--- src/rtl/nand_seq_pkg.sv ---
`default_nettype none
// +----------------------------------------------------------------------+
// | nand_seq_pkg : command codes, state and step encodings shared by the  |
// |                NAND read sequencer and its command issuer.           |
// | Revision     : 1.0                                                   |
// +----------------------------------------------------------------------+
package nand_seq_pkg;

    // Command codes, aligned with the nand_master command defines
    localparam logic [5:0] c_CMD_M_RESET           = 6'h01;
    localparam logic [5:0] c_CMD_MI_CHIP_ENABLE    = 6'h0E;
    localparam logic [5:0] c_CMD_M_NAND_RESET      = 6'h04;
    localparam logic [5:0] c_CMD_M_NAND_READ_ID    = 6'h06;
    localparam logic [5:0] c_CMD_MI_GET_ID_BYTE    = 6'h13;
    localparam logic [5:0] c_CMD_MI_GET_STATUS     = 6'h0D;
    localparam logic [5:0] c_CMD_MI_RESET_INDEX    = 6'h12;
    localparam logic [5:0] c_CMD_M_NAND_READ       = 6'h09;
    localparam logic [5:0] c_CMD_MI_GET_PAGE_BYTE  = 6'h15;

    typedef enum logic [2:0] {
        ST_IDLE      = 3'd0,
        ST_ISSUE     = 3'd1,
        ST_GUARD     = 3'd2,
        ST_WAIT_BUSY = 3'd3,
        ST_CAPTURE   = 3'd4,
        ST_STREAM    = 3'd5,
        ST_FINISH    = 3'd6
    } seq_state_t;

    typedef enum logic [3:0] {
        STEP_RESET      = 4'd0,
        STEP_CHIP_EN    = 4'd1,
        STEP_NAND_RESET = 4'd2,
        STEP_READ_ID    = 4'd3,
        STEP_GET_ID     = 4'd4,
        STEP_STATUS     = 4'd5,
        STEP_RST_IDX0   = 4'd6,
        STEP_READ       = 4'd7,
        STEP_RST_IDX1   = 4'd8,
        STEP_PAGE       = 4'd9
    } seq_step_t;

    function automatic logic [5:0] step_cmd(input seq_step_t step);
        logic [5:0] cmd;
        cmd = c_CMD_M_RESET;
        case (step)
            STEP_RESET:      cmd = c_CMD_M_RESET;
            STEP_CHIP_EN:    cmd = c_CMD_MI_CHIP_ENABLE;
            STEP_NAND_RESET: cmd = c_CMD_M_NAND_RESET;
            STEP_READ_ID:    cmd = c_CMD_M_NAND_READ_ID;
            STEP_GET_ID:     cmd = c_CMD_MI_GET_ID_BYTE;
            STEP_STATUS:     cmd = c_CMD_MI_GET_STATUS;
            STEP_RST_IDX0:   cmd = c_CMD_MI_RESET_INDEX;
            STEP_READ:       cmd = c_CMD_M_NAND_READ;
            STEP_RST_IDX1:   cmd = c_CMD_MI_RESET_INDEX;
            STEP_PAGE:       cmd = c_CMD_MI_GET_PAGE_BYTE;
            default:         cmd = c_CMD_M_RESET;
        endcase
        return cmd;
    endfunction

endpackage
`default_nettype wire

--- src/rtl/nand_cmd_issuer.sv ---
`default_nettype none
// +----------------------------------------------------------------------+
// | nand_cmd_issuer : launches one nand_master command, waits out the    |
// |                   guard time, then watches busy with a timeout.      |
// | Revision        : 1.0                                                |
// +----------------------------------------------------------------------+
module nand_cmd_issuer
    import nand_seq_pkg::*;
#(
    parameter int GUARD_CYCLES   = 2,
    parameter int TIMEOUT_CYCLES = 65536
) (
    input  logic       clk,
    input  logic       nreset,
    input  logic       i_go,
    input  logic [5:0] i_cmd,
    input  logic [7:0] i_data,
    input  logic       i_nm_busy,
    output logic [5:0] o_nm_cmd,
    output logic       o_nm_activate,
    output logic [7:0] o_nm_data_in,
    output logic       o_cmd_done,
    output logic       o_cmd_timeout
);

    localparam int c_CNT_MAX = (TIMEOUT_CYCLES > GUARD_CYCLES) ? TIMEOUT_CYCLES : GUARD_CYCLES;
    localparam int c_CNT_W   = $clog2(c_CNT_MAX + 1);

    seq_state_t         r_state;
    seq_state_t         w_state_nxt;
    logic [c_CNT_W-1:0] r_cnt;
    logic [c_CNT_W-1:0] w_cnt_nxt;
    logic [5:0]         r_cmd;
    logic [7:0]         r_data;
    logic               w_launch;

    // The launch cycle is the ISSUE cycle: the command is presented directly
    // and then held in r_cmd/r_data until the next launch.
    assign w_launch      = i_go && (r_state == ST_IDLE);
    assign o_nm_activate = w_launch;
    assign o_nm_cmd      = w_launch ? i_cmd  : r_cmd;
    assign o_nm_data_in  = w_launch ? i_data : r_data;

    always_ff @(posedge clk or negedge nreset) begin
        if (!nreset) begin
            r_state <= ST_IDLE;
            r_cnt   <= '0;
            r_cmd   <= '0;
            r_data  <= '0;
        end else begin
            r_state <= w_state_nxt;
            r_cnt   <= w_cnt_nxt;
            if (w_launch) begin
                r_cmd  <= i_cmd;
                r_data <= i_data;
            end
        end
    end

    always_comb begin
        w_state_nxt   = r_state;
        w_cnt_nxt     = r_cnt;
        o_cmd_done    = 1'b0;
        o_cmd_timeout = 1'b0;
        case (r_state)
            ST_IDLE: begin
                if (w_launch) begin
                    w_state_nxt = ST_GUARD;
                    w_cnt_nxt   = '0;
                end
            end
            ST_GUARD: begin
                if (r_cnt == c_CNT_W'(GUARD_CYCLES - 1)) begin
                    w_state_nxt = ST_WAIT_BUSY;
                    w_cnt_nxt   = '0;
                end else begin
                    w_cnt_nxt = r_cnt + c_CNT_W'(1);
                end
            end
            ST_WAIT_BUSY: begin
                if (!i_nm_busy) begin
                    o_cmd_done  = 1'b1;
                    w_state_nxt = ST_IDLE;
                end else if (r_cnt == c_CNT_W'(TIMEOUT_CYCLES - 1)) begin
                    o_cmd_timeout = 1'b1;
                    w_state_nxt   = ST_IDLE;
                end else begin
                    w_cnt_nxt = r_cnt + c_CNT_W'(1);
                end
            end
            default: w_state_nxt = ST_IDLE;
        endcase
    end

endmodule
`default_nettype wire

--- src/rtl/nand_read_sequencer.sv ---
`default_nettype none
// +----------------------------------------------------------------------+
// | nand_read_sequencer : drives nand_master through bring-up, ID/status |
// |                       capture and a streamed page read.              |
// | Revision            : 1.0                                            |
// +----------------------------------------------------------------------+
module nand_read_sequencer
    import nand_seq_pkg::*;
#(
    parameter int PAGE_BYTES     = 528,
    parameter int ID_BYTES       = 5,
    parameter int GUARD_CYCLES   = 2,
    parameter int TIMEOUT_CYCLES = 65536
) (
    input  logic        clk,
    input  logic        nreset,
    input  logic        start,
    input  logic [7:0]  ce_sel,
    output logic [5:0]  nm_cmd,
    output logic        nm_activate,
    output logic [7:0]  nm_data_in,
    input  logic        nm_busy,
    input  logic [7:0]  nm_data_out,
    output logic [63:0] id_bytes,
    output logic [7:0]  status,
    output logic [7:0]  pg_data,
    output logic        pg_valid,
    input  logic        pg_ready,
    output logic        pg_last,
    output logic        seq_busy,
    output logic        done,
    output logic        error
);

    seq_state_t  r_state;
    seq_state_t  w_state_nxt;
    seq_step_t   r_step;
    logic [15:0] r_pg_idx;
    logic [2:0]  r_id_idx;
    logic [7:0]  r_ce;
    logic [63:0] r_id_bytes;
    logic [7:0]  r_status;
    logic [7:0]  r_pg_data;
    logic        r_error;

    logic        w_go;
    logic [5:0]  w_cmd;
    logic [7:0]  w_data;
    logic        w_cmd_done;
    logic        w_cmd_timeout;
    logic        w_pg_last;
    logic        w_id_last;

    assign w_go      = (r_state == ST_ISSUE);
    assign w_cmd     = step_cmd(r_step);
    assign w_data    = (r_step == STEP_CHIP_EN) ? r_ce : 8'h00;
    assign w_pg_last = (r_pg_idx == 16'(PAGE_BYTES - 1));
    assign w_id_last = (r_id_idx == 3'(ID_BYTES - 1));

    nand_cmd_issuer #(
        .GUARD_CYCLES   (GUARD_CYCLES),
        .TIMEOUT_CYCLES (TIMEOUT_CYCLES)
    ) u_issuer (
        .clk           (clk),
        .nreset        (nreset),
        .i_go          (w_go),
        .i_cmd         (w_cmd),
        .i_data        (w_data),
        .i_nm_busy     (nm_busy),
        .o_nm_cmd      (nm_cmd),
        .o_nm_activate (nm_activate),
        .o_nm_data_in  (nm_data_in),
        .o_cmd_done    (w_cmd_done),
        .o_cmd_timeout (w_cmd_timeout)
    );

    always_ff @(posedge clk or negedge nreset) begin
        if (!nreset) begin
            r_state <= ST_IDLE;
        end else begin
            r_state <= w_state_nxt;
        end
    end

    // ST_WAIT_BUSY here covers the issuer's whole guard + busy-wait span.
    always_comb begin
        w_state_nxt = r_state;
        case (r_state)
            ST_IDLE:      if (start) w_state_nxt = ST_ISSUE;
            ST_ISSUE:     w_state_nxt = ST_WAIT_BUSY;
            ST_WAIT_BUSY: begin
                if (w_cmd_timeout) begin
                    w_state_nxt = ST_FINISH;
                end else if (w_cmd_done) begin
                    if (r_step == STEP_GET_ID || r_step == STEP_STATUS) begin
                        w_state_nxt = ST_CAPTURE;
                    end else if (r_step == STEP_PAGE) begin
                        w_state_nxt = ST_STREAM;
                    end else begin
                        w_state_nxt = ST_ISSUE;
                    end
                end
            end
            ST_CAPTURE:   w_state_nxt = ST_ISSUE;
            ST_STREAM:    if (pg_ready) w_state_nxt = w_pg_last ? ST_FINISH : ST_ISSUE;
            ST_FINISH:    w_state_nxt = ST_IDLE;
            default:      w_state_nxt = ST_IDLE;
        endcase
    end

    always_ff @(posedge clk or negedge nreset) begin
        if (!nreset) begin
            r_step     <= STEP_RESET;
            r_pg_idx   <= '0;
            r_id_idx   <= '0;
            r_ce       <= '0;
            r_id_bytes <= '0;
            r_status   <= '0;
            r_pg_data  <= '0;
            r_error    <= 1'b0;
        end else begin
            case (r_state)
                ST_IDLE: begin
                    if (start) begin
                        r_error    <= 1'b0;
                        r_id_bytes <= '0;
                        r_ce       <= ce_sel;
                        r_step     <= STEP_RESET;
                        r_id_idx   <= '0;
                        r_pg_idx   <= '0;
                    end
                end
                ST_WAIT_BUSY: begin
                    if (w_cmd_timeout) begin
                        r_error <= 1'b1;
                    end else if (w_cmd_done) begin
                        if (r_step == STEP_PAGE) begin
                            r_pg_data <= nm_data_out;
                        end else if (r_step != STEP_GET_ID && r_step != STEP_STATUS) begin
                            r_step   <= seq_step_t'(r_step + 4'd1);
                            r_id_idx <= '0;
                            r_pg_idx <= '0;
                        end
                    end
                end
                ST_CAPTURE: begin
                    if (r_step == STEP_GET_ID) begin
                        r_id_bytes[{r_id_idx, 3'b000} +: 8] <= nm_data_out;
                        if (w_id_last) begin
                            r_step   <= STEP_STATUS;
                            r_id_idx <= '0;
                        end else begin
                            r_id_idx <= r_id_idx + 3'd1;
                        end
                    end else begin
                        r_status <= nm_data_out;
                        r_step   <= STEP_RST_IDX0;
                    end
                end
                ST_STREAM: begin
                    if (pg_ready && !w_pg_last) r_pg_idx <= r_pg_idx + 16'd1;
                end
                default: ;
            endcase
        end
    end

    assign id_bytes = r_id_bytes;
    assign status   = r_status;
    assign pg_data  = r_pg_data;
    assign pg_valid = (r_state == ST_STREAM);
    assign pg_last  = pg_valid && w_pg_last;
    assign seq_busy = (r_state != ST_IDLE);
    assign done     = (r_state == ST_FINISH);
    assign error    = r_error;

endmodule
`default_nettype wire

--- config.mk ---
export PLATFORM = sky130hd
export DESIGN_NAME = nand_read_sequencer
export DESIGN_NICKNAME = d
export VERILOG_FILES = /design/src/rtl/nand_seq_pkg.sv /design/src/rtl/nand_cmd_issuer.sv /design/src/rtl/nand_read_sequencer.sv
export SDC_FILE = /design/constraint.sdc
export NUM_CORES = 1
export LEC_CHECK = 0
export ABC_AREA = 1
export CORE_ASPECT_RATIO = 1.5
export CORE_MARGIN = 2
export CORE_UTILIZATION = 55
export CTS_BUF_LIST = sky130_fd_sc_hd__clkbuf_4 sky130_fd_sc_hd__clkbuf_8
export CTS_CLUSTER_SIZE = 20
export DETAILED_ROUTE_END_ITERATION = 6
export PLACE_DENSITY_LB_ADDON = 0.2
export RECOVER_POWER = 50
export SLEW_MARGIN = 5
export SYNTH_ARGS = -nofsm -noshare
export SYNTH_HDL_FRONTEND = slang
export SYNTH_SLANG_ARGS = --single-unit
--- constraint.sdc ---
create_clock -name clk -period 2.7 [get_ports clk]
set_input_delay 0.27 -clock clk [delete_from_list [all_inputs] [get_ports clk]]
set_output_delay 0.27 -clock clk [all_outputs]
set_load 0.02 [all_outputs]
Word level (Yosys, flattened, before mapping)
Memory sizes are Yosys's and may differ from the RTL's. Cells that the tools add are included.

Add/sub/neg operators: 5. Equality and inequality tests: 33. Shift operators: 2. Mux-type cells: 56. Bitwise gates (word level): 2. Reductions and logical operators: 25.

Operators with widths (number): $mux W64 (2); $pmux W64 S2 (1); $mux W16 (6); $mux W17 (4); $bwmux W64 (1); $shift A8 B8 Y64 const A (1); $shiftx A8 B8 Y64 (1); $mux W3 (18); $pmux W17 S3 (1); $pmux W16 S3 (1); $mux W4 (7); $reduce_and A7 Y1 (3); $pmux W3 S3 (2); $add A17 B1 Y17 const B (1); $eq A17 B1 Y1 const B (1); $eq A17 B16 Y1 const B (1); $add A16 B1 Y16 const B (1); $eq A16 B10 Y1 const B (1); $mux W8 (2); $pmux W3 S5 (1); $ne A2 B2 Y1 const B (7); $eq A3 B3 Y1 const B (4); $ne A2 B1 Y1 const B (6); $pmux W4 S3 (1); 25 further kinds (49).

Register bits: 149. ROM bits: 80. Input bits: 21. Output and inout bits: 100. Logic and storage cells: 137. Memories: 1.

Memory list: (no name shown) (words 16, bits a word 5, read ports 1, clocked after Yosys merged registers in 0, write ports 0, line nand_seq_pkg.sv:46) `case (step)`.

Logic depth before layout (Yosys ltp)
Depth in word-level cells: 7. Gate-level depth with buffers: 14. Depth with buffers taken out: 14.

Modules after synthesis
Synthesis repeated with hierarchy kept, for this count alone.

Cells, all modules: 953. Area, all modules: 7360.8 um2.

Modules (own cells, without submodules): nand_read_sequencer (times used 1, cells each 697, area an instance 5515.3 um2, sequential area each 2877.8 um2); nand_cmd_issuer (times used 1, cells each 256, area an instance 1845.5 um2, sequential area each 825.8 um2).

Worst setup path before layout
OpenSTA, ideal clock, no wires.

Kind: reg2reg. Start point: register u_issuer.r_cnt[0]. End point: register u_issuer.r_cnt[6]. Setup time: 0.131 ns. Arrival: 2.105 ns. Required time: 2.569 ns. Path slack: 0.464 ns. Cell stages (with the launch flop): 15. Path buffers: 1. Period minus slack after synthesis: 2.236 ns. Cell sequence: dfrtp_1 > ha_1 > nand2_1 > nor2_1 > nand2_1 > nor4b_1 > ha_1 > inv_1 > nand3_1 > nand2_1 > nand2_1 > inv_1 > buf_2 > o2111ai_1 > o21ai_0.

Word-level cells in the longest chain between the ends: 4. Elaborated cells between the ends (all ways): 9. Classes of those cells: add/sub: 1; eq/ne: 3; mux: 4; reduce/logical: 1.

RTL lines: start: declaration (line nand_cmd_issuer.sv:31) `logic [c_CNT_W-1:0] r_cnt;`; start signal: assignment (line nand_cmd_issuer.sv:52) `r_cnt <= w_cnt_nxt;`; $add A17 B1 Y17 (line nand_cmd_issuer.sv:77, nand_cmd_issuer.sv:88); $mux W17 (line nand_cmd_issuer.sv:84) `end else if (r_cnt == c_CNT_W'(TIMEOUT_CYCLES - 1)) begin`; $mux W17 (line nand_cmd_issuer.sv:81) `if (!i_nm_busy) begin`; $pmux W17 S3 (line nand_cmd_issuer.sv:65) `case (r_state)`.

Parallel ways exist; a longest one is shown, timed or not. The select of a mux whose other input is x is not followed. A chain may end at the register's enable or synchronous reset.

Worst setup path in the final report
Start point: register u_issuer.r_cnt[0]. End point: register u_issuer.r_cnt[8].

Same word-level chain as after synthesis.

==> results.md <==
* First-pass GRT wire length at between 20,000 and 30,000 um
* CTS Sinks at 148
* Dpl cell area at 8600 um^2
* Syn. warnings at 0
* Worst-Margin Slew at 1.10 ns
* Port bufs at between 100 and 150
* CTS max path bufs at 2
* Final worst slack at 0.143 ns
* PD cells at 706 nW/um^2
* Final instance area at 9040 um^2
* CTS tree: built
* CP required at a little over 3 ns
* DR vias at roughly 6,500
* Area occupied by multi-input gates at 3070 um^2
* DRC viols at 0
* Net Sw Frac at 0.394
* Worst EP arrival at approximately 2.9 ns
* Mapped Cells at 905
* Final worst-path cycle share at 0.947
* Fmax at 391 MHz
* Max VDD drop at 0.416 mV
* Remaining Overflow, GRT at 0
* Crit-path max FO at 7
* Kind of critical path: reg -> reg
* Post-DR wirelength/cell at 15.1 um
* Power Internal at about 3.9 mW
* CTS Buf Count at 17
* Initial antenna violation count at 0
* Hold/Removal Path Class: in -> reg
* Fillers at 1,042
* Logic gate share of total power at 0.319
* Syn_area_per_cell at 7.97 um^2
* Vias/cell at 5.31
* Rel. slew slack at 0.270
* Ant. Diodes at 0
* Initial core utilization at 0.559
* Antenna viol nets, final at 0
* Crit. End Element: register
* Post-layout nets at approximately 1,100
* Clock network fraction of total power at 0.274
* FF/Latch Area at ~3700 um^2
* Synth top area share at 0.514
* GPL Wtd Cong at between 0.8 and 0.9
* Core area at 12,900 um^2
* Seq/Total Area, Yosys at 0.514
* Routed WL at between 15,000 and 20,000 um
* Worst Skew at 0.0178 ns
* Area growth, synth to finish at 25.3%
* Clock transition at path regs at 0.10 ns
* Placed wire-length estimate at 13,000 um
* Die W at 97.5 um
* Ports at 121
* Synth Cell Area at 7210 um^2
* DP Worst Slack at about 0.14 ns
* Pre-Repair DR Iteration Count at 6
* Post-layout min period at around 2.6 ns
* Synth Register Bits at 148
* Die area at 14,100 um^2
* Die height at 144 um
* Flop pwr share at 0.408
* Status: finished, final reports clean
* Pin count of the biggest net entering global routing at 69
* Final Hold Fails at 0
* Final setup violation count at 0
* Net Count, Synth at 939
* Clock network latency to the later pin of the worst-skew pair at 0.44 ns
* Number of global-route vias before repair at 6,062
* GRT Util Overall at 0.264
* CP Launch Type: register
* Row Count at 51
* Max Slew Vio Count at 0
* Reported leakage power at approximately 4.4 nW
* Clock Root Buffer: clkbuf_8
* Number of DRC markers in iteration 0 at ~320
* Yosys cell types at 37
* H-tree level count at 4
* Psw at 2.51 mW
* Share of cells above drive strength 1 at 0.0843
* Area leader, netlist: dfrtp_1
* Max_cap viols at 0
* Largest cells by area after synthesis: dfrtp_1 (51%), nand2_1 (16%), nor2_1 (4.7%)
-- timing repair --
item,in CTS,in global routing
hold endpoints to repair,42,0
pin swaps,0,2
setup endpoints to repair,14,10
hold buffers,1,0
buffers inserted,0,4
resized for setup,15,5
-- per-layer routing --
metal / track usage / vias to the layer above / part of all wire / wire (um)
met3: 0.0517 / 43 / 0.054 / 984
met4: 0.105 / 0 / 0.026 / 467
met5: 0 / - / 0 / 0
met1: 0.320 / 3050 / 0.40 / 7280
met2: 0.465 / 204 / 0.52 / 9560
li1: - / 3157 / - / -
-- cells by family after synthesis --
family                     Yosys count  synth area share
adders and majority gates           13            0.0226
buffers and inverters              107            0.0630
xor gates and xnor gates            12            0.0146
and+or+nand+nor                    498             0.291
DFF                                148             0.514
muxes                                1           0.00156
AOI/OAI and AO/OA                  126            0.0939
-- registers in the layout, indices dropped and copies added (netlist names) --
signal / cells
u_issuer.r_cnt: 17
u_issuer.r_data: 8
r_ce: 8
u_issuer.r_cmd: 6
status: 8
id_bytes: 64
pg_data: 8
r_step: 4
error: 1
r_pg_idx: 16
r_state: 3
r_id_idx: 3
u_issuer.r_state: 2
-- power by group through the flow --
stage / combinational, mW / clock (mW) / sequential, mW
after floorplan: 1.42 / 0 / 2.60
after global placement: 2.01 / 0 / 2.63
after detailed placement: 2.05 / 0 / 2.64
after CTS: 1.99 / 1.79 / 2.60
after global routing: 2.24 / 1.89 / 2.63
final: 2.04 / 1.75 / 2.60
-- placed cells by master, fill, tap and decap left out, drive strengths merged, types with 3 or more instances in the layout --
cell	instances
nand2	318
dfrtp	148
o21ai	103
nor2	99
inv	96
clkdlybuf4s50	78
nand3	63
dlygate4sd3	28
clkbuf	21
dlygate4sd2	14
ha	13
buf	13
a21oi	10
nand4	10
xor2	9
clkinv	5
o2111ai	4
nor3	4
o21bai	3
xnor2	3
-- layout make-up --
cell class	instances	share of cell area
inverters	90	0.0378
repair buffers	136	0.145
well taps	159	0.0220
clock inverters	14	0.0177
flip-flops and latches	148	0.410
clock buffers	18	0.0274
multi-input cells	650	0.340
-- worst paths after layout --
kind	to	startpoint	depth (start not counted)	slack, ns
hold reg to reg	r_ce[7]	r_ce[7]	2	0.48
hold / removal	r_ce[5]	ce_sel[5]	3	0.37
setup reg to reg	u_issuer.r_cnt[8]	u_issuer.r_cnt[0]	14	0.14
max in group asynchronous	id_bytes[56]	nreset	3	0.54
min in group asynchronous	u_issuer.r_cnt[9]	nreset	2	0.57
setup / recovery	u_issuer.r_cnt[8]	u_issuer.r_cnt[0]	14	0.14
-- cell usage after synthesis, drive strengths merged --
master	number
a21oi	10
o211ai	2
o21ai	103
nor3b	2
xor2	9
ha	13
nand4	10
nand2	318
a31o	1
o21bai	3
nor3	4
a31oi	2
dfrtp	148
mux2	1
nand3	63
o2111ai	4
xnor2	3
buf	13
nand3b	1
nor4b	1
inv	89
clkbuf	4
o22ai	1
nor2	99
clkinv	1
-- worst max-delay path: stages, from the launching register on --
cell and delay (ns):
dfrtp_1 0.43, ha_1 0.19, nand2_1 0.09, nor2_2 0.15, nand2_1 0.15, nor4b_4 0.26
ha_2 0.22, inv_1 0.05, nand3_1 0.08, nand2_1 0.09, nand2_1 0.16, clkinvlp_4 0.18
buf_2 0.20, o2111ai_1 0.11, nand2_1 0.07
-- per-stage QoR --
stage	hold WS, ns	power, mW	util	TNS (ns)	cells
floorplan	-0.0256	4.02	-	0	905
global placement	0.219	4.64	0.667	0	1178
detailed placement	0.229	4.69	0.667	0	1178
CTS	0.306	6.38	0.699	0	1211
global route	0.378	6.76	0.701	-0.372	1215
finish	0.370	6.38	0.701	0	1215
Power figures use the tool's default switching activity.
